`config.mk`:
```
export PLATFORM = sky130hd
export DESIGN_NAME = adxl362_spi_reader_flat
export DESIGN_NICKNAME = d
export VERILOG_FILES = /design/src/rtl/adxl362_spi_reader_if.sv /design/src/rtl/adxl362_spi_reader.sv /design/src/flat_wrapper.sv
export SDC_FILE = /design/constraint.sdc
export NUM_CORES = 1
export LEC_CHECK = 0
export ABC_AREA = 1
export BUFFER_PORTS_ARGS = -buffer_cell sky130_fd_sc_hd__buf_2
export CORE_ASPECT_RATIO = 1.25
export CORE_UTILIZATION = 39
export DETAILED_ROUTE_END_ITERATION = 8
export HOLD_SLACK_MARGIN = 0.03
export PLACE_DENSITY = 0.57
export SLEW_MARGIN = 30
export SYNTH_ARGS = -nofsm -noshare
export SYNTH_HDL_FRONTEND = slang
export SYNTH_SLANG_ARGS = --single-unit
export TNS_END_PERCENT = 5
```
`constraint.sdc`:
```
create_clock -name clk -period 2.1 [get_ports clk]
set_clock_uncertainty 0.1 [all_clocks]
set_input_delay 0.21 -clock clk [delete_from_list [all_inputs] [get_ports clk]]
set_output_delay 0.21 -clock clk [all_outputs]
set_load 0.005 [all_outputs]
```
`src/rtl/adxl362_spi_reader_if.sv`:
```
// Host-side request/response bundle for the ADXL362 burst reader.
// The master drives a read request; the slave reports progress and received bytes.
interface adxl362_spi_reader_if;
   logic       start;
   logic [7:0] addr;
   logic [3:0] len;
   logic       busy;
   logic [7:0] rd_data;
   logic       rd_valid;
   logic       done;

   modport master (
      output start, addr, len,
      input  busy, rd_data, rd_valid, done
   );

   modport slave (
      input  start, addr, len,
      output busy, rd_data, rd_valid, done
   );
endinterface

```
`src/rtl/adxl362_spi_reader.sv`:
```
// SPI mode-0 master issuing an ADXL362 READ (0x0B) burst: command, start address,
// then 1..15 data bytes clocked in MSB first and presented one strobe per byte.
module adxl362_spi_reader #(
   parameter int CLK_DIV = 5
) (
   input  logic                        clk,
   input  logic                        reset_n,
   adxl362_spi_reader_if.slave         host,
   output logic                        spi_cs_n,
   output logic                        spi_sclk,
   output logic                        spi_mosi,
   input  logic                        spi_miso
);

   localparam int DIV_W = $clog2(CLK_DIV);
   localparam logic [7:0] READ_CMD = 8'h0B;

   typedef enum logic [2:0] {
      IDLE,
      SETUP,
      SHIFT,
      HOLD,
      GAP
   } state_t;

   state_t           state_q,     state_d;
   logic [DIV_W-1:0] div_q,       div_d;
   logic             sclk_q,      sclk_d;
   logic             cs_n_q,      cs_n_d;
   logic             busy_q,      busy_d;
   logic [2:0]       bit_q,       bit_d;
   logic [4:0]       byte_q,      byte_d;
   logic [4:0]       last_byte_q, last_byte_d;
   logic [7:0]       addr_q,      addr_d;
   logic [7:0]       tx_q,        tx_d;
   logic [6:0]       rx_q,        rx_d;
   logic [7:0]       rd_data_q,   rd_data_d;
   logic             rd_valid_q,  rd_valid_d;
   logic             done_q,      done_d;
   logic             div_end;

   assign div_end = (div_q == DIV_W'(CLK_DIV - 1));

   // Every SPI pin and host output comes straight from a flop so reset takes effect immediately.
   always_ff @(posedge clk or negedge reset_n) begin
      if (!reset_n) begin
         state_q     <= IDLE;
         div_q       <= '0;
         sclk_q      <= 1'b0;
         cs_n_q      <= 1'b1;
         busy_q      <= 1'b0;
         bit_q       <= '0;
         byte_q      <= '0;
         last_byte_q <= '0;
         addr_q      <= '0;
         tx_q        <= '0;
         rx_q        <= '0;
         rd_data_q   <= '0;
         rd_valid_q  <= 1'b0;
         done_q      <= 1'b0;
      end else begin
         state_q     <= state_d;
         div_q       <= div_d;
         sclk_q      <= sclk_d;
         cs_n_q      <= cs_n_d;
         busy_q      <= busy_d;
         bit_q       <= bit_d;
         byte_q      <= byte_d;
         last_byte_q <= last_byte_d;
         addr_q      <= addr_d;
         tx_q        <= tx_d;
         rx_q        <= rx_d;
         rd_data_q   <= rd_data_d;
         rd_valid_q  <= rd_valid_d;
         done_q      <= done_d;
      end
   end

   always_comb begin
      state_d     = state_q;
      div_d       = div_end ? '0 : div_q + DIV_W'(1);
      sclk_d      = sclk_q;
      cs_n_d      = cs_n_q;
      busy_d      = busy_q;
      bit_d       = bit_q;
      byte_d      = byte_q;
      last_byte_d = last_byte_q;
      addr_d      = addr_q;
      tx_d        = tx_q;
      rx_d        = rx_q;
      rd_data_d   = rd_data_q;
      rd_valid_d  = 1'b0;
      done_d      = 1'b0;

      case (state_q)
         IDLE: begin
            div_d = '0;
            // The done cycle already reads busy=0, but a start there must still be dropped.
            if (host.start && !done_q) begin
               state_d     = SETUP;
               cs_n_d      = 1'b0;
               busy_d      = 1'b1;
               sclk_d      = 1'b0;
               bit_d       = '0;
               byte_d      = '0;
               addr_d      = host.addr;
               last_byte_d = (host.len == 4'd0) ? 5'd2 : {1'b0, host.len} + 5'd1;
               tx_d        = READ_CMD;
            end
         end

         SETUP: begin
            if (div_end) begin
               state_d = SHIFT;
            end
         end

         SHIFT: begin
            if (div_end) begin
               if (!sclk_q) begin
                  sclk_d = 1'b1;
                  rx_d   = {rx_q[5:0], spi_miso};
                  if (bit_q == 3'd7 && byte_q >= 5'd2) begin
                     rd_data_d  = {rx_q, spi_miso};
                     rd_valid_d = 1'b1;
                  end
               end else begin
                  sclk_d = 1'b0;
                  if (bit_q == 3'd7) begin
                     bit_d = '0;
                     if (byte_q == last_byte_q) begin
                        state_d = HOLD;
                        tx_d    = '0;
                     end else begin
                        byte_d = byte_q + 5'd1;
                        tx_d   = (byte_q == 5'd0) ? addr_q : 8'h00;
                     end
                  end else begin
                     bit_d = bit_q + 3'd1;
                     tx_d  = {tx_q[6:0], 1'b0};
                  end
               end
            end
         end

         HOLD: begin
            if (div_end) begin
               state_d = GAP;
               cs_n_d  = 1'b1;
            end
         end

         GAP: begin
            if (div_end) begin
               state_d = IDLE;
               busy_d  = 1'b0;
               done_d  = 1'b1;
            end
         end

         default: begin
            state_d = IDLE;
            cs_n_d  = 1'b1;
            sclk_d  = 1'b0;
            busy_d  = 1'b0;
            tx_d    = '0;
         end
      endcase
   end

   assign spi_cs_n      = cs_n_q;
   assign spi_sclk      = sclk_q;
   assign spi_mosi      = tx_q[7];
   assign host.busy     = busy_q;
   assign host.rd_data  = rd_data_q;
   assign host.rd_valid = rd_valid_q;
   assign host.done     = done_q;

endmodule

```
`src/flat_wrapper.sv`:
```
// flat-port wrapper written by rule: the top's interface ports become plain ports
module adxl362_spi_reader_flat 
#(
   parameter int CLK_DIV = 5
)
  (clk, reset_n, spi_cs_n, spi_sclk, spi_mosi, spi_miso, host_start, host_addr, host_len, host_busy, host_rd_data, host_rd_valid, host_done);
  adxl362_spi_reader_if host_i ();
  input  logic clk;
  input  logic reset_n;
  output logic spi_cs_n;
  output logic spi_sclk;
  output logic spi_mosi;
  input  logic spi_miso;
  input wire logic [$bits(host_i.start)-1:0] host_start;
  input wire logic [$bits(host_i.addr)-1:0] host_addr;
  input wire logic [$bits(host_i.len)-1:0] host_len;
  output wire logic [$bits(host_i.busy)-1:0] host_busy;
  output wire logic [$bits(host_i.rd_data)-1:0] host_rd_data;
  output wire logic [$bits(host_i.rd_valid)-1:0] host_rd_valid;
  output wire logic [$bits(host_i.done)-1:0] host_done;
  assign host_i.start = host_start;
  assign host_i.addr = host_addr;
  assign host_i.len = host_len;
  assign host_busy = host_i.busy;
  assign host_rd_data = host_i.rd_data;
  assign host_rd_valid = host_i.rd_valid;
  assign host_done = host_i.done;
  adxl362_spi_reader #(.CLK_DIV(CLK_DIV)) u_core (.clk(clk), .reset_n(reset_n), .host(host_i), .spi_cs_n(spi_cs_n), .spi_sclk(spi_sclk), .spi_mosi(spi_mosi), .spi_miso(spi_miso));
endmodule
```
==> impl_results.md <==
- Leak: between 1.5 and 2 nW
- Mapped Cells: 341
- Routed WL: approximately 5400 um
- Total number of vias: 2259
- Area of the multi-input gates: between 1000 and 1500 um2
- Vias in the first global route: 2243
- Max VDD drop: 585 uV
- GRT overflow: 0
- Die Wd: 77.6 um
- Min cycle time layout: 1.77 ns
- Register share of total power: 41.1%
- Nets@finish: around 410
- Final Max Tran Viols: 0
- Setup ws final: 0.334 ns
- Largest family of logic cells by synthesized area: simple AND/OR/NAND/NOR gates
- Cell taking the most area after synthesis: dfrtp_1
- Critical Path Fanout Max: 4
- Initial antenna violation count: 0
- H-tree levels: 2
- DRC viols: 0
- Initial DRC count: between 100 and 150
- Post-synth cell types: 29
- Reg clk slew, reported paths: 0.11 ns
- Die Y: 96.5 um
- Syn nets: about 370
- Ranking of synthesized cells by area: dfrtp_1, nand2_1, inv_1
- Main synth FF type: dfrtp_1
- F_max: between 0.5 and 0.6 GHz
- Ys Warns: 0
- Gp weighted congestion: between 0.8 and 0.9
- CP required: approximately 2.2 ns
- Hold crit path type: in -> reg
- Core box area: slightly below 7000 um2
- DP HPWL: between 3000 and 4000 um
- First-pass GRT wire length: 9590 um
- Final hold vios: 0
- Psw: 1.67 mW
- P_int: approximately 2.2 mW
- Via density: 4.71
- Seq/Total Area, Yosys: 49.4%
- Diode count: 0
- Drt wl/cell: 11.2 um
- Worst setup path class: reg -> reg
- Async set-reset flop share out of synthesis: 100%
- Areal power density over the cells: about 1200 nW/um2
- Worst Setup End Kind: flop
- Clock Latency Late Sink: 0.32 ns
- CTS sink cnt: 55
- Place WS: roughly 0.34 ns
- Synth Register Bits: 55
- CTS Buf Count: 5
- Port Buffer Count: 29
- Routed Antenna Nets: 0
- Row count: 34
- Clk network pwr share: 16.5%
- Sw Share: 43.4%
- Endpoints failing setup: 0
- Comb pwr share: 42.4%
- TritonCTS clock tree: yes
- Post-synth top cells: nand2_1, dfrtp_1, inv_1, nor2_1, nand3_1
- Post-synthesis compound-gate area fraction: 7.59%
- CTS max path bufs: 2
- Tightest Pin Transition: 0.432 ns
- Share of cells above drive strength 1: 17.7%
- CP Launch Type: flop
- EDFF count, synth: 0
- Post-Syn Area per Cell: 8.17 um2
- First drt pass iteration count: 4
- XOR/XNOR Fraction of Synth Area: 1.57%
- Mux contribution to synthesized area: 0%
- Synth Area in Simple Gates: 30.5%
- Initial Util: 40.2%
- FILL cells: approximately 700
- Setup TNS: 0 ns
- R2R depth: 9
- Non-filler cells, final: 480
- Die Area: 7490 um2
- Max-capacitance violation count: 0
- Reg area: 1380 um2
- Post-Synth Adder-Cell Area: ~4.0%
- Unrepaired setup endpoints after global routing: false
- Root buffer cell: clkbuf_8
- Layout area overhead: 17.5%
- Gr usage total: between 15 and 20%
- Netlist Area Pre-Place: 2790 um2
- Largest net degree at the start of global routing: between 50 and 60
- Relative slew slack: 71.1%
- Fin crit share: 84.1%
- CP arrival: 1.88 ns
- Hold Crit Depth: 4
- Status: finished clean
- IO Count: 30
- Area share of the largest cell type after synthesis: 48.5%
- Inst Count DP: 462
- Most common cell in the netlist: nand2_1
## state kept, by name, indices dropped and copies added (netlist names), 5 cells and up
signal,cells
u_core.last_byte_q,5
u_core.rx_q,7
u_core.byte_q,5
u_core.tx_q,8
u_core.host.rd_data,8
u_core.addr_q,8
## power by group through the flow
stage	clock network (mW)	registers, mW	logic, mW
after global placement	0	1.60	1.62
after CTS	0.664	1.59	1.66
after global routing	0.695	1.63	1.91
final	0.636	1.59	1.64
after floorplan	0	1.56	1.25
after detailed placement	0	1.61	1.64
## worst paths after layout
path	end	from	slack, ns
setup / recovery	u_core.state_q[1]	u_core.bit_q[0]	0.33
hold / removal	u_core.last_byte_q[0]	host_len[0]	0.07
setup reg to reg	u_core.state_q[1]	u_core.bit_q[0]	0.33
hold reg to reg	u_core.div_q[0]	u_core.div_q[0]	0.37
max in group asynchronous	u_core.spi_cs_n	reset_n	1.27
min in group asynchronous	u_core.rx_q[1]	reset_n	0.30
## worst max-delay path, cell delays in order, from the launching register on
cell,delay [ns]
dfrtp_1,0.38
ha_1,0.16
ha_1,0.22
clkinv_1,0.13
nand2_1,0.13
nand3_1,0.09
nor2_1,0.23
nand2_1,0.11
nand2_1,0.07
nand2_1,0.05
## what timing repair did
item / 4_1_cts / 5_1_grt
setup endpoints to repair: 0 / 0
endpoints found under the hold margin: 64 / 0
buffers inserted: 0 / 0
gates resized for setup: 0 / 0
hold buffers: 10 / 0
## logic make-up (layout without fill, tap and decap cells)
logic type,after synthesis,count (layout)
xor gates and xnor gates,5,5
and+or+nand+nor,191,191
adders and majority gates,9,9
DFF,55,55
AOI/OAI and AO/OA,33,33
buffers and inverters,48,97
## per-stage QoR
stage	power, mW	hold WS (ns)	utilization [%]	area (um2)
2_1_floorplan	2.81	-0.186	-	2790
3_3_place_gp	3.22	0.138	44.4	3080
3_5_place_dp	3.25	0.135	44.4	3080
4_1_cts	3.91	0.0637	47.2	3270
5_1_grt	4.23	0.0924	47.2	3270
6_report	3.86	0.0745	47.2	3270
## layout by cell type (no fill, tap or decap), drive strengths merged
master,Yosys,final
nand2,126,126
dfrtp,54,54
inv,43,44
buf,3,35
nor2,31,31
nand3,26,26
o21ai,24,24
dlygate4sd3,0,10
ha,9,9
clkbuf,1,5
nand4,4,4
a21oi,4,4
nor3,3,3
xor2,3,3
clkinv,1,3
xnor2,2,2
o21a,2,2
a31oi,1,1
a22oi,1,1
o41ai,1,1
nor3b,1,1
dfstp,1,1
## per-layer routing
metal | GRT usage, % | vias to the layer above | wire length [um] | part of all wire [%]
li1 | - | 1164 | - | -
met1 | 18.2 | 1042 | 2430 | 45
met2 | 31.8 | 49 | 2730 | 51
met3 | 3.10 | 4 | 158 | 2.9
met4 | 4.72 | 0 | 48 | 0.89
met5 | 0 | - | 0 | 0
## final cells by class
cell class	instances	share of cell area [%]
tap	90	3.44
multi-input combinational	238	37.2
timing repair buffer	45	9.25
inverter	44	5.04
sequential	55	42.1
clock inverter	3	0.879
clock buffer	5	2.10
(Power assumes the default switching activity.)
